### config.mk
export PLATFORM = sky130hd
export DESIGN_NAME = sw_debounce
export DESIGN_NICKNAME = d
export VERILOG_FILES = /design/src/rtl/sw_debounce.sv
export SDC_FILE = /design/constraint.sdc
export NUM_CORES = 1
export LEC_CHECK = 0
export BUFFER_PORTS_ARGS = -buffer_cell sky130_fd_sc_hd__buf_4
export CAP_MARGIN = 20
export CORE_MARGIN = 1.5
export CORE_UTILIZATION = 60
export DETAILED_ROUTE_END_ITERATION = 8
export PLACE_DENSITY_LB_ADDON = 0.1
export SYNTH_ARGS = -nofsm -noshare
export SYNTH_HDL_FRONTEND = slang
export SYNTH_SLANG_ARGS = --single-unit
### constraint.sdc
create_clock -name clk -period 5.1 [get_ports clk]
set_input_delay 0.255 -clock clk [delete_from_list [all_inputs] [get_ports clk]]
set_output_delay 0.255 -clock clk [all_outputs]
set_load 0.01 [all_outputs]
### src/rtl/sw_debounce.sv
// Multi-channel switch debouncer: 2-flop synchronizer, per-channel saturating
// filter counter, edge pulses and a single-entry event output stage.
module sw_debounce #(
   parameter  int WIDTH    = 8,
   parameter  int DEB_LOG2 = 16,
   localparam int IDX_W    = $clog2(WIDTH)
) (
   input  logic             clk,
   input  logic             rst,
   input  logic [WIDTH-1:0] sw,
   output logic [WIDTH-1:0] sw_db,
   output logic [WIDTH-1:0] sw_rise,
   output logic [WIDTH-1:0] sw_fall,
   output logic             evt_valid,
   output logic [IDX_W-1:0] evt_idx,
   output logic             evt_dir,
   input  logic             evt_ready,
   output logic             evt_ovf
);

   localparam logic [DEB_LOG2-1:0] CNT_MAX = {DEB_LOG2{1'b1}};
   localparam logic [DEB_LOG2-1:0] CNT_ONE = {{(DEB_LOG2-1){1'b0}}, 1'b1};

   logic [WIDTH-1:0]    sync1_q, sync1_d;
   logic [WIDTH-1:0]    sync2_q, sync2_d;
   logic [DEB_LOG2-1:0] cnt_q [WIDTH];
   logic [DEB_LOG2-1:0] cnt_d [WIDTH];
   logic [WIDTH-1:0]    db_q, db_d;
   logic [WIDTH-1:0]    rise_q, rise_d;
   logic [WIDTH-1:0]    fall_q, fall_d;
   logic [WIDTH-1:0]    pend_q, pend_d;
   logic [WIDTH-1:0]    pdir_q, pdir_d;
   logic                valid_q, valid_d;
   logic [IDX_W-1:0]    idx_q, idx_d;
   logic                dir_q, dir_d;
   logic                ovf_q, ovf_d;
   logic [IDX_W-1:0]    sel_idx_s;
   logic                load_s;

   // State register with synchronous reset
   always_ff @(posedge clk) begin
      if (rst) begin
         sync1_q <= '0;
         sync2_q <= '0;
         for (int i = 0; i < WIDTH; i++) begin
            cnt_q[i] <= '0;
         end
         db_q    <= '0;
         rise_q  <= '0;
         fall_q  <= '0;
         pend_q  <= '0;
         pdir_q  <= '0;
         valid_q <= 1'b0;
         idx_q   <= '0;
         dir_q   <= 1'b0;
         ovf_q   <= 1'b0;
      end else begin
         sync1_q <= sync1_d;
         sync2_q <= sync2_d;
         for (int i = 0; i < WIDTH; i++) begin
            cnt_q[i] <= cnt_d[i];
         end
         db_q    <= db_d;
         rise_q  <= rise_d;
         fall_q  <= fall_d;
         pend_q  <= pend_d;
         pdir_q  <= pdir_d;
         valid_q <= valid_d;
         idx_q   <= idx_d;
         dir_q   <= dir_d;
         ovf_q   <= ovf_d;
      end
   end

   // Filter, edge detection, pending tracking and output-stage next state
   always_comb begin
      sync1_d   = sw;
      sync2_d   = sync1_q;
      db_d      = db_q;
      rise_d    = '0;
      fall_d    = '0;
      pend_d    = pend_q;
      pdir_d    = pdir_q;
      valid_d   = valid_q;
      idx_d     = idx_q;
      dir_d     = dir_q;
      ovf_d     = ovf_q;
      sel_idx_s = '0;
      for (int i = 0; i < WIDTH; i++) begin
         cnt_d[i] = cnt_q[i];
      end

      // Scan downward so the lowest pending index wins
      for (int i = WIDTH - 1; i >= 0; i--) begin
         sel_idx_s = pend_q[i] ? IDX_W'(i) : sel_idx_s;
      end
      load_s = (~valid_q | evt_ready) & (|pend_q);

      if (load_s) begin
         valid_d           = 1'b1;
         idx_d             = sel_idx_s;
         dir_d             = pdir_q[sel_idx_s];
         pend_d[sel_idx_s] = 1'b0;
      end else if (valid_q && evt_ready) begin
         valid_d = 1'b0;
      end else begin
         valid_d = valid_q;
      end

      // New edges are applied after the load so a same-cycle edge stays pending
      for (int i = 0; i < WIDTH; i++) begin
         if (sync2_q[i] == db_q[i]) begin
            cnt_d[i] = '0;
         end else if (cnt_q[i] != CNT_MAX) begin
            cnt_d[i] = cnt_q[i] + CNT_ONE;
         end else begin
            cnt_d[i]  = '0;
            db_d[i]   = sync2_q[i];
            rise_d[i] = sync2_q[i];
            fall_d[i] = ~sync2_q[i];
            pend_d[i] = 1'b1;
            pdir_d[i] = sync2_q[i];
            if (pend_q[i] && !(load_s && (sel_idx_s == IDX_W'(i)))) begin
               ovf_d = 1'b1;
            end else begin
               ovf_d = ovf_d;
            end
         end
      end
   end

   assign sw_db     = db_q;
   assign sw_rise   = rise_q;
   assign sw_fall   = fall_q;
   assign evt_valid = valid_q;
   assign evt_idx   = idx_q;
   assign evt_dir   = dir_q;
   assign evt_ovf   = ovf_q;

endmodule

==> flow_summary.toml <==
[status]
status = "completed"

[power]
power_uw = 2780
p_leak_uw = 0.00304
power_density_mw_per_mm2 = 330
peakVddDrop_v = 0.000328

[drt]
num_vias = 5378
antenna_left = 0
routed_wl_um = 13400
drc_errors = 0
routed_via_density = 5.29
drt_iter0_drc = 313
first_pass_iters = 5
wl_per_cell_um = 13.2

[global_routing]
overflow = 0
grt_max_degree = 59
grt_antenna_before_repair = 0
grt_pass1_wl_um = 23000
grt_pass1_vias = 5180
track_usage_pct = 21.8

[setup_path]
worstPathMaxFanout = 6
crit_required_ps = 5440
slowest_delay_ps = 380
slowest_stage = "dfxtp_1"
path_cells = "ha_1 -> nand3_1 -> nor3_2 -> and3_1 -> nand4_1 -> a41oi_2"
cp.arrival_ps = 2220
path_delay_family = "simple AND/OR/NAND/NOR gates"
startpoint_type = "flop"
path_buf_inv = 0
end_kind = "flop"
worstSetupPathType = "reg2reg"

[clocking]
cts.clk_slew.worst_paths_ps = 70
clockRootBuffer = "clkbuf_16"
cts_resized = 0
cts_sinks = 182
htreeDepth = 4
cts_tree = "built"
clock_latency_ps = 420
cts_buffer_depth = 2
cts_setup_buffers = 0
hold_buffers = 0
numCtsBuffers = 17

[synthesis]
ys_seq_elements = 182
syn_inst = 798
ys_seq_area_share_pct = 49.0
syn_avg_cell_area_um2 = 9.32
synth_enable_flop_cells = 0
async_flop_share_pct = 0
syn_nets = 817
synth.distinct_cells = 62
synth_area_mm2 = 0.00743
yosys_most_used_dff = "dfxtp_1"
yosysWarnings = 0

[sta]
skew_ps = 7.37
tns_ps = 0
tightest_slew_ps = 583
post-route-period-util_pct = 36.9
fin_crit_ps = 1880
rsz0062_at_grt = "no"
hold_violations = 0
max_freq_mhz = 532
timing.hold.ws_ps = 41.3
setup_viol = 0
drv_slew = 0
timing.slew.headroom_pct = 61.1

[die]
die_w_um = 114
num_rows = 40
ios = 41
die_area_mm2 = 0.0131
core_area_mm2 = 0.0121
start_util_pct = 61.6
dieHeight_um = 114

[placement]
hpwlAfterDp_um = 9510
place_congestion = 0.810
placed_cells = 984
port_buffers = 40

[final_layout]
nNetsFinal = 854
syn_to_final_growth_pct = 13.2
drive_gt1_share_pct = 12.0
antenna_cells = 0
finalCoreUtilization_pct = 69.8
fill_cells = 955
fin_cells = 1016

[min_path]
hold_class = "in2reg"

[job]
cap_viol_max_count = 0
## where the power goes
part / switching [uW] / internal, uW / total (uW)
clock: 532 / 776 / 1310
sequential: 5.34 / 1430 / 1430
combinational: 20.3 / 13.3 / 33.6
## kinds of logic after synthesis
family          share of synthesized area (%)
fa+ha+maj                                1.35
flops                                    49.0
mux                                      1.35
compound gates                           3.89
buf+inv                                  2.46
simple gates                             28.5
xor+xnor                                 13.4
## per-stage QoR
| step | worst slack (ps) | area (um^2) |
|---|---|---|
| floorplan | 3380 | 7430 |
| global placement | 3310 | 7810 |
| detailed placement | 3240 | 7810 |
| CTS | 3200 | 8420 |
| global route | 3060 | 8420 |
| finish | 3220 | 8420 |
## state kept, by name, indices dropped and copies added (netlist names), 3 cells and up
register	count
cnt_q	128
pdir_q	5
sync2_q	8
evt_idx	3
sw_db	3
sw_fall	8
sync1_q	8
pend_q	8
sw_rise	8
## per-layer routing
layer | share of wire [%] | global-route usage, % | vias to the layer above
li1 | - | - | 2762
met1 | 47 | 27.4 | 2527
met2 | 49 | 37.5 | 80
met3 | 3.3 | 5.56 | 9
met4 | 0.94 | 5.75 | 0
met5 | 0 | 0 | -
## layout make-up
cell class | instances | area [um^2] | share of cell area, %
Tap cell | 168 | 210 | 2.50
Multi-Input combinational cell | 580 | 3610 | 42.9
Timing Repair Buffer | 40 | 300 | 3.57
Sequential cell | 182 | 3640 | 43.3
Clock inverter | 10 | 120 | 1.43
Inverter | 14 | 52.6 | 0.624
Clock buffer | 22 | 484 | 5.75
## layout by cell type (no fill, tap or decap), drive strengths merged, types with 21 or more instances in the layout
| cell | instances |
|---|---|
| and3 | 25 |
| buf | 40 |
| clkbuf | 22 |
| dfxtp | 182 |
| nand2 | 50 |
| nand3 | 55 |
| nand4 | 30 |
| nor2 | 162 |
| nor2b | 21 |
| xnor2 | 35 |
| xor2 | 79 |
## path summary, 6_finish.rpt
path | from | endpoint | slack (ps) | cells past startpoint
worst max-delay path | cnt_q[0][32] | evt_ovf | 3220 | 6
worst min-delay path | sw[6] | sync1_q[6] | 40 | 2
worst max register to register | cnt_q[0][32] | evt_ovf | 3220 | 6
worst min register to register | sync1_q[4] | sync2_q[4] | 440 | 1
## synthesized netlist by cell type (2+ instances only)
| master | instances | share of area [%] |
|---|---|---|
| buf_2 | 10 | 0.67 |
| nand2_1 | 49 | 2.5 |
| xnor2_1 | 35 | 4.1 |
| mux2i_1 | 10 | 1.3 |
| and3_4 | 2 | 0.30 |
| nor4_4 | 2 | 0.57 |
| or2_2 | 3 | 0.25 |
| inv_1 | 14 | 0.71 |
| nor2_4 | 2 | 0.30 |
| o21ai_0 | 10 | 0.67 |
| or3_1 | 6 | 0.51 |
| dfxtp_1 | 182 | 49 |
| and3_1 | 22 | 1.9 |
| nand4_1 | 26 | 2.2 |
| a22oi_1 | 4 | 0.40 |
| nor4b_1 | 5 | 0.59 |
| nor2_1 | 157 | 7.9 |
| nand3_1 | 53 | 3.6 |
| nand2b_1 | 9 | 0.76 |
| nor3_1 | 5 | 0.34 |
| nand4_2 | 3 | 0.51 |
| nor2_2 | 3 | 0.25 |
| xor2_1 | 79 | 9.3 |
| clkbuf_1 | 5 | 0.25 |
| a31oi_1 | 2 | 0.17 |
| nor3_2 | 4 | 0.54 |
| and2_1 | 6 | 0.51 |
| buf_6 | 4 | 0.61 |
| nor2b_1 | 21 | 1.8 |
| a21oi_1 | 16 | 1.1 |
| and4_1 | 7 | 0.82 |
| ha_1 | 8 | 1.3 |
| nor3b_1 | 5 | 0.51 |
## worst reg2reg max path, cell delays in order (launching register included)
cell and delay, ps:
dfxtp_1 380, ha_1 200, nand3_1 160, nor3_2 360, and3_1 330, nand4_1 170
a41oi_2 200
No activity file was read; power rests on OpenSTA's default activity.
